**src/rtl/cpu_pkg.sv**
```systemverilog
// Shared CPU definitions: fetch FSM states, HLT opcode, bubble encoding and default widths.
package cpu_pkg;

   localparam int FETCH_ADDR_W  = 16;
   localparam int FETCH_INSTR_W = 16;

   localparam logic [3:0]  OPC_HLT   = 4'hF;
   localparam logic [15:0] NOP_INSTR = 16'h0000;

   typedef enum logic [1:0] {
      RUN       = 2'd0,
      HALT_PEND = 2'd1,
      HALTED    = 2'd2
   } fetch_state_t;

endpackage

```
**src/rtl/fetch_stage_if_id_reg.sv**
```systemverilog
// Pipeline register between fetch and decode; flush beats load, otherwise it holds.
module if_id_reg
   import cpu_pkg::*;
#(
   parameter int                  ADDR_W    = FETCH_ADDR_W,
   parameter int                  INSTR_W   = FETCH_INSTR_W,
   parameter logic [INSTR_W-1:0]  BUBBLE    = cpu_pkg::NOP_INSTR
) (
   input  logic               clk,
   input  logic               rst,
   input  logic               load_i,
   input  logic               flush_i,
   input  logic [INSTR_W-1:0] instr_i,
   input  logic [ADDR_W-1:0]  pc_plus1_i,
   output logic [INSTR_W-1:0] instr_o,
   output logic [ADDR_W-1:0]  pc_plus1_o,
   output logic               valid_o
);

   logic [INSTR_W-1:0] instr_q;
   logic [ADDR_W-1:0]  pc_plus1_q;
   logic               valid_q;

   // A bubble also clears the return address so stale PCs never leak into decode.
   always_ff @(posedge clk or posedge rst) begin
      if (rst) begin
         instr_q    <= BUBBLE;
         pc_plus1_q <= '0;
         valid_q    <= 1'b0;
      end else if (flush_i) begin
         instr_q    <= BUBBLE;
         pc_plus1_q <= '0;
         valid_q    <= 1'b0;
      end else if (load_i) begin
         instr_q    <= instr_i;
         pc_plus1_q <= pc_plus1_i;
         valid_q    <= 1'b1;
      end
   end

   assign instr_o    = instr_q;
   assign pc_plus1_o = pc_plus1_q;
   assign valid_o    = valid_q;

endmodule

```
**src/rtl/fetch_stage.sv**
```systemverilog
// Instruction fetch: PC register, next-PC selection, halt sequencing and the IF/ID register.
module fetch_stage
   import cpu_pkg::*;
#(
   parameter int                 ADDR_W     = FETCH_ADDR_W,
   parameter int                 INSTR_W    = FETCH_INSTR_W,
   parameter logic [ADDR_W-1:0]  RESET_PC   = '0,
   parameter logic [3:0]         HLT_OPCODE = OPC_HLT,
   parameter logic [INSTR_W-1:0] NOP_INSTR  = cpu_pkg::NOP_INSTR
) (
   input  logic               clk,
   input  logic               rst,
   input  logic               stall,
   input  logic               redirect,
   input  logic [ADDR_W-1:0]  redirect_target,
   input  logic               halt_retired,
   output logic [ADDR_W-1:0]  im_addr,
   output logic               im_rd_en,
   input  logic [INSTR_W-1:0] im_instr,
   output logic [INSTR_W-1:0] ifid_instr,
   output logic [ADDR_W-1:0]  ifid_pc_plus1,
   output logic               ifid_valid,
   output logic [ADDR_W-1:0]  pc,
   output logic               hlt
);

   fetch_state_t      state_q, state_d;
   logic [ADDR_W-1:0] pc_q, pc_d;
   logic              hlt_q;
   logic              ifid_load, ifid_flush;
   logic [ADDR_W-1:0] pc_inc;
   logic              is_hlt;

   assign pc_inc = pc_q + ADDR_W'(1);
   assign is_hlt = (im_instr[INSTR_W-1:INSTR_W-4] == HLT_OPCODE);

   // Edge priority: halt_retired (HALT_PEND only) > redirect > stall > advance.
   always_comb begin
      state_d    = state_q;
      pc_d       = pc_q;
      ifid_load  = 1'b0;
      ifid_flush = 1'b0;
      unique case (state_q)
         RUN: begin
            if (redirect) begin
               pc_d       = redirect_target;
               ifid_flush = 1'b1;
            end else if (!stall) begin
               ifid_load = 1'b1;
               if (is_hlt) begin
                  state_d = HALT_PEND;
               end else begin
                  pc_d = pc_inc;
               end
            end
         end
         HALT_PEND: begin
            if (halt_retired) begin
               state_d    = HALTED;
               ifid_flush = 1'b1;
            end else if (redirect) begin
               state_d    = RUN;
               pc_d       = redirect_target;
               ifid_flush = 1'b1;
            end else if (!stall) begin
               ifid_flush = 1'b1;
            end
         end
         HALTED: begin
            ifid_flush = 1'b1;
         end
         default: begin
            state_d    = RUN;
            ifid_flush = 1'b1;
         end
      endcase
   end

   always_ff @(posedge clk or posedge rst) begin
      if (rst) begin
         state_q <= RUN;
         pc_q    <= RESET_PC;
         hlt_q   <= 1'b0;
      end else begin
         state_q <= state_d;
         pc_q    <= pc_d;
         hlt_q   <= (state_d == HALTED);
      end
   end

   if_id_reg #(
      .ADDR_W  (ADDR_W),
      .INSTR_W (INSTR_W),
      .BUBBLE  (NOP_INSTR)
   ) u_if_id (
      .clk        (clk),
      .rst        (rst),
      .load_i     (ifid_load),
      .flush_i    (ifid_flush),
      .instr_i    (im_instr),
      .pc_plus1_i (pc_inc),
      .instr_o    (ifid_instr),
      .pc_plus1_o (ifid_pc_plus1),
      .valid_o    (ifid_valid)
   );

   assign im_addr  = pc_q;
   assign im_rd_en = (state_q == RUN) && !stall;
   assign pc       = pc_q;
   assign hlt      = hlt_q;

   // Writeback must never retire a HLT that fetch has not seen.
   property p_no_retire_in_run;
      @(posedge clk) disable iff (rst) !((state_q == RUN) && halt_retired);
   endproperty
   a_no_retire_in_run: assert property (p_no_retire_in_run);

endmodule
```
**config.mk**
```make
export PLATFORM = sky130hd
export DESIGN_NAME = fetch_stage
export DESIGN_NICKNAME = d
export VERILOG_FILES = /design/src/rtl/cpu_pkg.sv /design/src/rtl/fetch_stage_if_id_reg.sv /design/src/rtl/fetch_stage.sv
export SDC_FILE = /design/constraint.sdc
export NUM_CORES = 1
export LEC_CHECK = 0
export CAP_MARGIN = 25
export CORE_MARGIN = 8
export CORE_UTILIZATION = 40
export DETAILED_ROUTE_END_ITERATION = 10
export PLACE_DENSITY = 0.75
export SYNTH_ARGS = -nofsm -noshare
export SYNTH_HDL_FRONTEND = slang
export SYNTH_HIERARCHICAL = 1
export SYNTH_SLANG_ARGS = --single-unit
```
**constraint.sdc**
```tcl
create_clock -name clk -period 1.7 [get_ports clk]
set_input_delay 0.17 -clock clk [delete_from_list [all_inputs] [get_ports clk]]
set_output_delay 0.17 -clock clk [all_outputs]
set_load 0.05 [all_outputs]
```
Yosys cells after proc, flatten, opt, wreduce, memory -nomap -nowiden
Index checks and enable logic that the tools add are counted.
{"block": "totals", "latch_bits": 0, "out_inout_bits": 67, "reg_bits": 52, "wordCells": 46, "n_memories": 0, "romBits": 0, "ramBits": 0}
{"block": "classes", "reduce_logical": 6, "n_lt_le_gt_ge": 0, "n_bitwise": 0, "n_mux": 25, "shift": 0, "mul": 0, "n_addsub": 1, "eq_ne": 8, "div_mod_pow": 0}
{"op": "16-bit two-way mux", "count": 9}
{"op": "16-bit case mux with 2 select lines", "count": 1}
{"op": "16-bit by 1-bit adder with 16-bit output, second input constant", "count": 1}
{"op": "2-bit two-way mux", "count": 5}
{"op": "1-bit two-way mux", "count": 8}
{"op": "3-bit != test, second input constant", "count": 2}
{"op": "2-bit case mux with 3 select lines", "count": 1}
{"op": "5-bit AND reduction", "count": 1}
{"op": "2-bit == test, second input constant", "count": 2}
{"op": "4-bit == test, second input constant", "count": 1}
{"op": "2-bit != test, second input constant", "count": 2}
{"op": "2-bit nonzero test", "count": 2}
{"op": "2-bit by 1-bit == test with 1-bit output, second input constant", "count": 1}
{"op": "2-bit logical NOT", "count": 1}
{"op": "1-bit case mux with 2 select lines", "count": 1}
{"op": "1-bit logical AND", "count": 1}
{"op": "1-bit logical NOT", "count": 1}

Depth between registers and ports, before layout
{"block": "logic_depth", "depth_word": 6, "mapped_depth": 7, "mapped_depth_nobuf": 6}

By module
Netlist, hierarchy kept.
{"module": "fetch_stage", "instances": 1, "area_each_um2": 1487.7, "cells_each": 177, "seq_area_each_um2": 475.5}
{"module": "if_id_reg", "instances": 1, "area_each_um2": 1367.6, "cells_each": 108, "seq_area_each_um2": 825.8}

Worst setup path after synthesis
OpenSTA, ideal clock, no wires.
{"block": "synth_timing", "kind": "register to register", "startpoint": "register pc_q[1] (netlist: im_addr[1])", "endpoint": "register u_if_id.pc_plus1_q[6] (netlist: u_if_id/pc_plus1_o[6])", "t_arrival_ns": 1.899, "period_less_slack_ns": 2.022, "slack_ns": -0.322, "stages_incl_launch_ff": 7, "setup_ns": 0.123, "t_required_ns": 1.577, "cell_sequence": "dfrtp_1 ha_1 nand2_1 o31a_1 or2_2 mux2i_1 nor2_1"}
{"block": "synth_between", "elab_chain_cells": 3}
{"element": "from (decl)", "line": "fetch_stage.sv:28", "rtl": "logic [ADDR_W-1:0] pc_q, pc_d;"}
{"element": "from (signal assigned)", "line": "fetch_stage.sv:86", "rtl": "pc_q <= pc_d;"}
{"element": "16-bit by 1-bit adder with 16-bit output", "line": "fetch_stage.sv:34", "rtl": "assign pc_inc = pc_q + ADDR_W'(1);"}
{"element": "net pc_inc[6]", "line": "fetch_stage.sv:31", "rtl": "logic [ADDR_W-1:0] pc_inc;"}
{"element": "16-bit two-way mux", "line": "fetch_stage_if_id_reg.sv:34", "rtl": "end else if (load_i) begin"}
{"element": "16-bit two-way mux", "line": "fetch_stage_if_id_reg.sv:30", "rtl": "end else if (flush_i) begin"}
{"element": "to (signal assigned)", "line": "fetch_stage_if_id_reg.sv:36", "rtl": "pc_plus1_q <= pc_plus1_i;"}
{"element": "to (decl)", "line": "fetch_stage_if_id_reg.sv:21", "rtl": "logic [ADDR_W-1:0] pc_plus1_q;"}
The timed path passes the listed nets, and every way through them passes these cells. The select of a mux whose other input is x is not followed.
A chain may end at the register's enable or synchronous reset.

Worst setup path in the final report
{"block": "layout_timing", "startpoint": "register u_if_id.instr_q[3] (netlist: u_if_id/instr_o[3])", "endpoint": "output ifid_instr[3]"}
{"element": "from (decl)", "line": "fetch_stage_if_id_reg.sv:20", "rtl": "logic [INSTR_W-1:0] instr_q;"}
{"element": "from (signal assigned)", "line": "fetch_stage_if_id_reg.sv:35", "rtl": "instr_q <= instr_i;"}
{"element": "to (decl)", "line": "fetch_stage.sv:20", "rtl": "output logic [INSTR_W-1:0] ifid_instr,"}
No word-level cell between the ends.

==> metrics.cfg <==
[layout]
final_util=0.584
drive_gt1_frac=0.304
n_fill_cell=641
diodes=0
area_growth_pct=45.3
final_nets=432

[pwr]
internal_power_mw=2.63
pwr-share-clk=0.220
ir_drop_uv=546
p_per_area_nw_per_um2=1090
p_switching_mw=1.91
p_comb_frac=0.426
leakagePower_nw=1.75
p_total_mw=4.54
power_switching_share=0.420
p_seq_frac=0.353

[run]
cap_violations=0

[clock_network]
tritoncts=done
clk_latency_ns=0.31
htree_levels=2
cts_buffers=5
clock_path_buffers=2
clock-sinks=52
cts-root-buf=clkbuf_8
clkTransAtPathRegs_ns=0.10

[die]
die_h_um=100
dieArea_um2=10100
ios=104
core_area_um2=7100
fp.dieW_um=100
start_util=0.402
rows=31

[grt]
grt.total_usage=0.162
grt_max_degree=34
grt_pass1_vias=2630
antenna_found_initial=0
grt_first_pass_wirelength_mm=13.1
overflow=0

[timing]
slew_violations=0
setup_ws_ns=0.0439
hold_viol=0
hold_ws_ns=0.219
timing.final.crit_share=0.974
max_slew_margin=0.655
min_period_ns=1.66
max_slew.worst_pin.slew_ns=0.516
setup_tns_ns=0
fin_skew_ns=0.0117
setup-violations-final=0
grt_setup_unrepaired=no
max_freq_ghz=0.604

[route]
firstDrtPassIters=4
antenna_left=0
drt_wl_total_mm=8.01
drtIter0Drc=102
post_drt_wl_per_cell_um=16.2
drc_errors=0
route.vias.total=2521
detail_route.vias_per_cell=5.10

[placed_design]
numPortBuffers=103
place.gp.congestion=0.830
preCtsSetupSlack_ns=-0.107
hpwl_mm=6.04

[synth]
async_reset_ff_frac=1.00
syn_area_um2=2860
synth_cell_type_count=39
syn_nets=323
ys_warn_count=6
synth-edff-count=0
synth_seq_cells=52
synthCells=285
avgSynthCellArea_um2=10.0
synth_ff_type=dfrtp_1
seq_area_frac_synth=0.456

[critical_path]
crit_arrival_ns=1.49
slowest_delay_ns=0.81
crit_fanout=2
timing_worst_setup_path_type=reg -> out
endpoint_kind=primary output
slowest_stage=clkdlybuf4s50_1
cp.buffers_inverters=1
crit_chain=clkdlybuf4s50_1
cp-start-kind=flip-flop
rrSetupSlack_ns=0.07
crit_required_ns=1.53
cp_top_family=buffers and inverters

[outcome]
status=complete, no violations

[worst_hold_path]
hold_class=in -> async

## per-layer routing
layer | wire length (µm) | up-vias | track usage
li1 | - | 1208 | -
met5 | 0 | - | 0
met3 | 583 | 15 | 0.0477
met1 | 3440 | 1217 | 0.198
met4 | 187 | 0 | 0.0640
met2 | 3810 | 81 | 0.262
## synth_stat cells (2+ instances only)
library cell  instances  area (µm²)
nor4_1               10        62.6
inv_1                12        45.0
clkbuf_1              2        7.51
mux2i_1              34         340
dfrtp_1              52        1300
buf_4                17         128
a21oi_1               8        40.0
nand3_1               4        20.0
nand4_1               3        18.8
nor3_1               14        70.1
buf_12                3        60.1
buf_6                 2        22.5
or2_2                 3        18.8
o31a_1                3        26.3
nor2_1               35         131
xor2_1                7        61.3
buf_2                11        55.1
a22oi_1               7        52.6
xnor2_1               5        43.8
o21ai_0              16        80.1
o2bb2ai_1             6        52.6
nand2_1              11        41.3
o22ai_1               4        25.0
## final timing paths
check	from	end	cells after the start
hold reg to reg	u_if_id/valid_o	u_if_id/valid_o	2
setup reg to reg	im_addr[1]	u_if_id/pc_plus1_o[6]	6
setup / recovery	u_if_id/instr_o[3]	ifid_instr[3]	1
hold / removal	rst	im_addr[14]	3
max in group asynchronous	rst	u_if_id/pc_plus1_o[6]	3
min in group clk	redirect_target[1]	im_addr[1]	3
## power groups by stage
stage	Combinational (mW)	Sequential, mW	Clock, mW
6_report	1.93	1.60	1.00
5_1_grt	2.05	1.63	1.07
3_5_place_dp	1.90	1.62	0
4_1_cts	1.91	1.59	1.03
2_1_floorplan	1.02	1.97	0
3_3_place_gp	1.88	1.61	0
## layout by cell type, fill, tap and decap left out, drive strengths merged, types with 2 or more instances in the layout
| cell type | instances |
|---|---|
| dlymetal6s2s | 2 |
| nor3 | 14 |
| nand4 | 4 |
| buf | 84 |
| bufinv | 2 |
| o2bb2ai | 6 |
| a22oi | 7 |
| xnor2 | 5 |
| xor2 | 7 |
| or3 | 2 |
| mux2i | 34 |
| dfrtp | 52 |
| inv | 12 |
| clkdlybuf4s50 | 51 |
| nor2 | 36 |
| o21ai | 16 |
| a21oi | 8 |
| clkbuf | 6 |
| or2 | 4 |
| nand2 | 11 |
| nor4 | 10 |
| o22ai | 4 |
| nand3 | 5 |
| o31a | 3 |
## stage by stage
stage                     instances  instance area (µm²)
after floorplan                 285                 2900
after global placement          485                 3960
after detailed placement        485                 3960
after CTS                       493                 4100
after global routing            494                 4150
final                           494                 4150
## flip-flops by register name (all words and copies together) (netlist names)
register	flops
hlt	1
u_if_id/instr_o	16
u_if_id/pc_plus1_o	16
state_q	2
im_addr	16
u_if_id/valid_o	1
## tightest hold or removal path, stage by stage
cell and delay [ns]:
clkdlybuf4s50_1 0.42, inv_1 0.06, buf_4 0.27
## cell families after synthesis
| group | count (synthesis) | share of synthesized area |
|---|---|---|
| AND/OR/NAND/NOR | 88 | 0.153 |
| flip-flops | 52 | 0.456 |
| AO/OA/AOI/OAI | 51 | 0.120 |
| buffers and inverters | 47 | 0.111 |
| multiplexers | 34 | 0.119 |
| XOR/XNOR | 12 | 0.0368 |
| adder cells (fa/ha/maj) | 1 | 0.00438 |
## final cells by class
cell class / count / area [µm²] / share of cell area
sequential: 52 / 1320 / 0.317
timing repair buffer: 137 / 1220 / 0.293
multi-input combinational: 186 / 1320 / 0.317
clock inverter: 2 / 60.1 / 0.0145
inverter: 12 / 45.0 / 0.0109
clock buffer: 6 / 72.6 / 0.0175
tap: 99 / 124 / 0.0299
## repair_timing
action	CTS	global route
endpoints found under the setup margin	1	6
setup buffers	0	1
resized for setup	1	8
hold buffers	0	0
No activity file was read; power rests on OpenSTA's default activity.
